`src/rtl/had_mult_arb_if.sv`:
```
// had_mult_arb_if: requester, result and status bundle for the
// shared Hadamard multiplier arbiter.
interface had_mult_arb_if #(
  parameter int W = 16
);
  logic         s0_valid;
  logic [W-1:0] s0_x;
  logic [W-1:0] s0_y;
  logic         s0_last;
  logic         s0_ready;
  logic         s1_valid;
  logic [W-1:0] s1_x;
  logic [W-1:0] s1_y;
  logic         s1_last;
  logic         s1_ready;
  logic         m_valid;
  logic [W-1:0] m_z;
  logic         m_last;
  logic         m_id;
  logic         m_ready;
  logic         busy;

  modport master (
    output s0_valid, s0_x, s0_y, s0_last,
    input  s0_ready,
    output s1_valid, s1_x, s1_y, s1_last,
    input  s1_ready,
    input  m_valid, m_z, m_last, m_id,
    output m_ready,
    input  busy
  );

  modport slave (
    input  s0_valid, s0_x, s0_y, s0_last,
    output s0_ready,
    input  s1_valid, s1_x, s1_y, s1_last,
    output s1_ready,
    output m_valid, m_z, m_last, m_id,
    input  m_ready,
    output busy
  );
endinterface

```
`src/rtl/had_mult_arb.sv`:
```
// had_mult_arb: packet-level round-robin arbiter for a 4-lane multiplier.
// HAD_MULT_SAT_EN: saturate each lane product instead of wrapping.
module had_mult_arb #(
  parameter int LANES = 4,
  parameter int LW    = 4
) (
  input logic          clk,
  input logic          rst,
  had_mult_arb_if.slave bus
);
  localparam int W = LANES * LW;

  typedef enum logic {
    IDLE = 1'b0,
    OWN  = 1'b1
  } state_t;

  state_t         r_state;
  state_t         w_state_nxt;
  logic           r_owner;
  logic           w_owner_nxt;
  logic           r_last_owner;
  logic           w_last_owner_nxt;

  logic           w_sel_valid;
  logic           w_sel_last;
  logic [W-1:0]   w_sel_x;
  logic [W-1:0]   w_sel_y;
  logic           w_slot;
  logic           w_rdy0;
  logic           w_rdy1;
  logic           w_xfer;
  logic [W-1:0]   w_prod;
  logic [2*LW-1:0] w_p;

  logic           r_m_valid;
  logic [W-1:0]   r_m_z;
  logic           r_m_last;
  logic           r_m_id;

  assign w_sel_valid = r_owner ? bus.s1_valid : bus.s0_valid;
  assign w_sel_last  = r_owner ? bus.s1_last  : bus.s0_last;
  assign w_sel_x     = r_owner ? bus.s1_x     : bus.s0_x;
  assign w_sel_y     = r_owner ? bus.s1_y     : bus.s0_y;
  assign w_slot      = !r_m_valid || bus.m_ready;

  // Arbitration in IDLE, grant hold and packet-end detection in OWN
  always_comb begin
    w_state_nxt      = r_state;
    w_owner_nxt      = r_owner;
    w_last_owner_nxt = r_last_owner;
    w_rdy0           = 1'b0;
    w_rdy1           = 1'b0;
    w_xfer           = 1'b0;
    unique case (r_state)
      IDLE: begin
        if (bus.s0_valid || bus.s1_valid) begin
          w_state_nxt = OWN;
          if (bus.s0_valid && bus.s1_valid)
            w_owner_nxt = !r_last_owner;
          else
            w_owner_nxt = bus.s1_valid;
          w_last_owner_nxt = w_owner_nxt;
        end
      end
      OWN: begin
        w_rdy0 = !r_owner && w_slot && !rst;
        w_rdy1 = r_owner && w_slot && !rst;
        w_xfer = w_sel_valid && (w_rdy0 || w_rdy1);
        if (w_xfer && w_sel_last)
          w_state_nxt = IDLE;
      end
      default: ;
    endcase
  end

  // Lane-wise product of the owner's operands; lane 0 is the top nibble
  always_comb begin
    w_prod = '0;
    w_p    = '0;
    for (int i = 0; i < LANES; i++) begin
      w_p = {{LW{1'b0}}, w_sel_x[W-1-i*LW -: LW]} *
            {{LW{1'b0}}, w_sel_y[W-1-i*LW -: LW]};
`ifdef HAD_MULT_SAT_EN
      if (|w_p[2*LW-1:LW])
        w_prod[W-1-i*LW -: LW] = {LW{1'b1}};
      else
        w_prod[W-1-i*LW -: LW] = w_p[LW-1:0];
`else
      w_prod[W-1-i*LW -: LW] = w_p[LW-1:0];
`endif
    end
  end

  // Grant state; last_owner resets to 1 so requester 0 wins the first tie
  always_ff @(posedge clk) begin
    if (rst) begin
      r_state      <= IDLE;
      r_owner      <= 1'b0;
      r_last_owner <= 1'b1;
    end else begin
      r_state      <= w_state_nxt;
      r_owner      <= w_owner_nxt;
      r_last_owner <= w_last_owner_nxt;
    end
  end

  // Result register: load on transfer, drain on consume, hold otherwise
  always_ff @(posedge clk) begin
    if (rst) begin
      r_m_valid <= 1'b0;
      r_m_z     <= '0;
      r_m_last  <= 1'b0;
      r_m_id    <= 1'b0;
    end else if (w_xfer) begin
      r_m_valid <= 1'b1;
      r_m_z     <= w_prod;
      r_m_last  <= w_sel_last;
      r_m_id    <= r_owner;
    end else if (r_m_valid && bus.m_ready) begin
      r_m_valid <= 1'b0;
    end
  end

  assign bus.s0_ready = w_rdy0;
  assign bus.s1_ready = w_rdy1;
  assign bus.m_valid  = r_m_valid;
  assign bus.m_z      = r_m_z;
  assign bus.m_last   = r_m_last;
  assign bus.m_id     = r_m_id;
  assign bus.busy     = (r_state == OWN);
endmodule

```
`src/flat_wrapper.sv`:
```
// flat-port wrapper written by rule: the top's interface ports become plain ports
module had_mult_arb_flat 
#(
  parameter int LANES = 4,
  parameter int LW    = 4
)
  (clk, rst, bus_s0_valid, bus_s0_x, bus_s0_y, bus_s0_last, bus_s0_ready, bus_s1_valid, bus_s1_x, bus_s1_y, bus_s1_last, bus_s1_ready, bus_m_valid, bus_m_z, bus_m_last, bus_m_id, bus_m_ready, bus_busy);
  had_mult_arb_if #(.W(16)) bus_i ();
  input logic clk;
  input logic rst;
  input wire logic [$bits(bus_i.s0_valid)-1:0] bus_s0_valid;
  input wire logic [$bits(bus_i.s0_x)-1:0] bus_s0_x;
  input wire logic [$bits(bus_i.s0_y)-1:0] bus_s0_y;
  input wire logic [$bits(bus_i.s0_last)-1:0] bus_s0_last;
  output wire logic [$bits(bus_i.s0_ready)-1:0] bus_s0_ready;
  input wire logic [$bits(bus_i.s1_valid)-1:0] bus_s1_valid;
  input wire logic [$bits(bus_i.s1_x)-1:0] bus_s1_x;
  input wire logic [$bits(bus_i.s1_y)-1:0] bus_s1_y;
  input wire logic [$bits(bus_i.s1_last)-1:0] bus_s1_last;
  output wire logic [$bits(bus_i.s1_ready)-1:0] bus_s1_ready;
  output wire logic [$bits(bus_i.m_valid)-1:0] bus_m_valid;
  output wire logic [$bits(bus_i.m_z)-1:0] bus_m_z;
  output wire logic [$bits(bus_i.m_last)-1:0] bus_m_last;
  output wire logic [$bits(bus_i.m_id)-1:0] bus_m_id;
  input wire logic [$bits(bus_i.m_ready)-1:0] bus_m_ready;
  output wire logic [$bits(bus_i.busy)-1:0] bus_busy;
  assign bus_i.s0_valid = bus_s0_valid;
  assign bus_i.s0_x = bus_s0_x;
  assign bus_i.s0_y = bus_s0_y;
  assign bus_i.s0_last = bus_s0_last;
  assign bus_s0_ready = bus_i.s0_ready;
  assign bus_i.s1_valid = bus_s1_valid;
  assign bus_i.s1_x = bus_s1_x;
  assign bus_i.s1_y = bus_s1_y;
  assign bus_i.s1_last = bus_s1_last;
  assign bus_s1_ready = bus_i.s1_ready;
  assign bus_m_valid = bus_i.m_valid;
  assign bus_m_z = bus_i.m_z;
  assign bus_m_last = bus_i.m_last;
  assign bus_m_id = bus_i.m_id;
  assign bus_i.m_ready = bus_m_ready;
  assign bus_busy = bus_i.busy;
  had_mult_arb #(.LANES(LANES), .LW(LW)) u_core (.clk(clk), .rst(rst), .bus(bus_i));
endmodule
```
`config.mk`:
```
export PLATFORM = sky130hd
export DESIGN_NAME = had_mult_arb_flat
export DESIGN_NICKNAME = d
export VERILOG_FILES = /design/src/rtl/had_mult_arb_if.sv /design/src/rtl/had_mult_arb.sv /design/src/flat_wrapper.sv
export SDC_FILE = /design/constraint.sdc
export NUM_CORES = 1
export LEC_CHECK = 0
export ABC_AREA = 1
export BUFFER_PORTS_ARGS = -buffer_cell sky130_fd_sc_hd__buf_2
export CORE_MARGIN = 2
export CORE_UTILIZATION = 52
export DETAILED_ROUTE_END_ITERATION = 8
export PLACE_DENSITY = 0.87
export SYNTH_ARGS = -nofsm -noshare
export SYNTH_HDL_FRONTEND = slang
export SYNTH_SLANG_ARGS = --single-unit
```
`constraint.sdc`:
```
create_clock -name clk -period 5.1 [get_ports clk]
set_input_delay 0.255 -clock clk [delete_from_list [all_inputs] [get_ports clk]]
set_output_delay 0.255 -clock clk [all_outputs]
set_load 0.01 [all_outputs]
```
==> results by group <==
Cells and area
  • Commonest non-fill, non-tap cells in the layout: 171 x nand2_1, 92 x buf_2, 54 x inv_1
  • Nets: roughly 560
  • Layout cells sized above 1: 0.222
  • Antenna cells: 0
  • Synth-to-layout area growth: 22.1%
  • Final Instance Count excl. Fillers: about 520
  • Final Core Density: 0.659
  • Commonest non-fill, non-tap cell in the layout: nand2_1

Place
  • IO buf count: 92
  • Post-DP HPWL: slightly above 4 mm
  • Placed insts: between 500 and 600
  • Gp weighted congestion: around 0.8

Routing
  • Drt drc: 0
  • Vias per inst: 4.74
  • Routed wire per std cell: roughly 10 um
  • Pre-antenna DRT Iters: 6
  • WL final: between 5 and 6 mm
  • ANT nets after route: 0
  • Initial drt markers: 93
  • Vias: ~2.5k

Setup path
  • Worst R2R Start: u_core.r_owner$_SDFFE_PP0P_
  • Crit end category: flop
  • R2r endpoint: u_core.bus.m_z[15]$_SDFFE_PP0P_
  • CP Max Fanout: 53
  • Number of cells on the worst reg-to-reg path: 18
  • Worst Setup Start Kind: flop
  • Reg2reg setup slack: roughly 1.8 ns
  • Worst Path Required: about 5.3 ns
  • CP Class: flop to flop
  • Critical path arrival: between 3 and 4 ns

Yosys
  • Yosys cell types: 21
  • Synth warn: 0
  • Syn Inst Count: 392
  • Syn Nets: about 480
  • Syn_area_per_cell: between 5 and 6 um^2
  • Yosys reg bits: 22
  • Post-synthesis sequential area ratio: 0.205
  • Mapped Area: between 0.002 and 0.0025 mm^2

Hold path
  • Hold depth: 4
  • Type of the tightest min-delay check: primary input to flop
  • Hold-critical path endpoint: u_core.bus.m_valid$_SDFFE_PP0P_
  • Worst hold start: bus_m_ready

Clock tree
  • Total CTS buffers: 3
  • Root buffer cell: clkbuf_8
  • H-tree levels: 1
  • Clock buffer depth: 2
  • Post-CTS sizing: 0
  • Clock tree from TritonCTS: built
  • Clk_lat worst skew: about 0.26 ns
  • Clk slew on worst S/H paths: around 0.080 ns
  • Setup bufs post-CTS: 0
  • Hold_buf cts: 0
  • Sink Count: 22

Timing
  • RSZ-0062 raised after global routing: no
  • Worst slew pin tran: between 0.8 and 0.9 ns
  • Final clock skew: about 0.0051 ns
  • Final Max Slew Viols: 0
  • Max-slew headroom: 0.416
  • Ratio of final minimum period to clock period: 0.642
  • TNS Setup: 0 ns
  • Fmax: 305 MHz
  • Crit path time final: ~3.3 ns
  • Final Hold Viols: 0
  • Final setup viols: 0

GRT
  • Global Route Usage Sum: 0.230
  • Global-route wire length before repair: approximately 8.4 mm
  • Initial antenna violation count: 0
  • Gr ovfl total: 0
  • Largest net degree at the start of global routing: 54
  • Vias in the first global route: roughly 2.1k

Die
  • Initial Util: 0.540
  • Area of the die: roughly 0.0047 mm^2
  • CORE AREA: 0.00397 mm^2
  • Num ports: just over 90
  • Die span in y: between 60 and 70 um
  • Die width: between 60 and 70 um
  • FP Rows: 23

Status
  • Outcome: finished clean

Pwr
  • Static power due to leakage: between 1.5 and 2 nW
  • Design Power: between 0.5 and 0.6 mW
  • VDD IR max: 0.000112 V
  • Pwr Density: slightly below 200 mW/mm^2

Flow run
  • Max cap viols: 0
-- registers in the layout, indices dropped and copies added, names as in the netlist --
register             flops
u_core.r_owner           1
u_core.bus.m_valid       1
u_core.bus.m_last        1
u_core.bus.m_id          1
u_core.bus.m_z          16
u_core.bus.busy          1
u_core.r_last_owner      1
-- per-stage QoR --
step / hold WS, ns / setup WS [ns] / instance area (um^2)
floorplan: 0.399 / 2.77 / 2140
global placement: 0.442 / 1.98 / 2560
detailed placement: 0.451 / 1.86 / 2560
CTS: 0.261 / 1.82 / 2620
global route: 0.297 / 1.49 / 2620
finish: 0.268 / 1.82 / 2620
-- how the worst max path moves through the flow --
stage	start	endpoint	slack, ns
after floorplan	u_core.r_owner$_SDFFE_PP0P_	u_core.bus.m_z[15]$_SDFFE_PP0P_	2.77
after global placement	u_core.r_owner$_SDFFE_PP0P_	u_core.bus.m_z[11]$_SDFFE_PP0P_	1.98
after detailed placement	u_core.r_owner$_SDFFE_PP0P_	u_core.bus.m_z[11]$_SDFFE_PP0P_	1.86
after CTS	u_core.r_owner$_SDFFE_PP0P_	u_core.bus.m_z[15]$_SDFFE_PP0P_	1.82
after global routing	u_core.r_owner$_SDFFE_PP0P_	u_core.bus.m_z[11]$_SDFFE_PP0P_	1.49
final	u_core.r_owner$_SDFFE_PP0P_	u_core.bus.m_z[15]$_SDFFE_PP0P_	1.82
-- where the power goes --
group          switching, mW  internal [mW]  leakage, nW
registers             0.0122          0.182        0.180
clock network         0.0579         0.0688       0.0288
logic                  0.117         0.0816         1.51
-- worst max-delay path: stages (launching register included) --
cell and delay, ns:
dfxtp_2 0.91, inv_4 0.32, nand2_1 0.14, nand2_1 0.09
inv_1 0.08, nor2_1 0.04, ha_1 0.30, ha_1 0.29
ha_1 0.21, xnor2_1 0.17, nand3_1 0.10, nand2_1 0.10
inv_2 0.04, nand2_1 0.09, nand2_1 0.07, nand2_1 0.06
nand3_1 0.06, nand2_1 0.08, inv_1 0.03
-- cell type report --
class	instances	area (um^2)
Sequential cell	22	442
Timing Repair Buffer	92	460
Fill cell	379	1350
Tap cell	50	62.6
Inverter	59	224
Multi-Input combinational cell	297	1380
Clock buffer	4	55.1
-- cell usage after synthesis --
master | count | area [um^2]
inv_2 | 4 | 15.0
xor2_1 | 4 | 35.0
ha_1 | 16 | 200
nor3_1 | 2 | 10.0
buf_6 | 5 | 56.3
xnor2_1 | 4 | 35.0
o21ai_0 | 21 | 105
buf_4 | 2 | 15.0
nand2_2 | 2 | 12.5
a21oi_1 | 11 | 55.1
nand3_1 | 14 | 70.1
nand2_1 | 171 | 642
nand3_2 | 1 | 10.0
inv_1 | 54 | 203
inv_4 | 1 | 6.26
dfxtp_1 | 22 | 440
nor2_1 | 49 | 184
clkbuf_1 | 1 | 3.75
o311ai_0 | 1 | 8.76
a22oi_1 | 1 | 7.51
buf_2 | 6 | 30.0
-- metal layers --
metal  track usage  vias to the layer above  part of all wire
met5             0                        -                 0
met4        0.0575                        0            0.0094
met3        0.0214                        8             0.056
met2         0.422                       77              0.48
met1         0.286                     1054              0.45
li1              -                     1344                 -
-- logic make-up after synthesis --
logic type | count (synthesis) | synth area share
xor gates and xnor gates | 8 | 0.0327
adders and majority gates | 16 | 0.0933
DFF | 22 | 0.205
buffers and inverters | 73 | 0.153
and+or+nand+nor | 239 | 0.433
AOI/OAI and AO/OA | 34 | 0.0823
No activity file was read; power rests on OpenSTA's default activity.
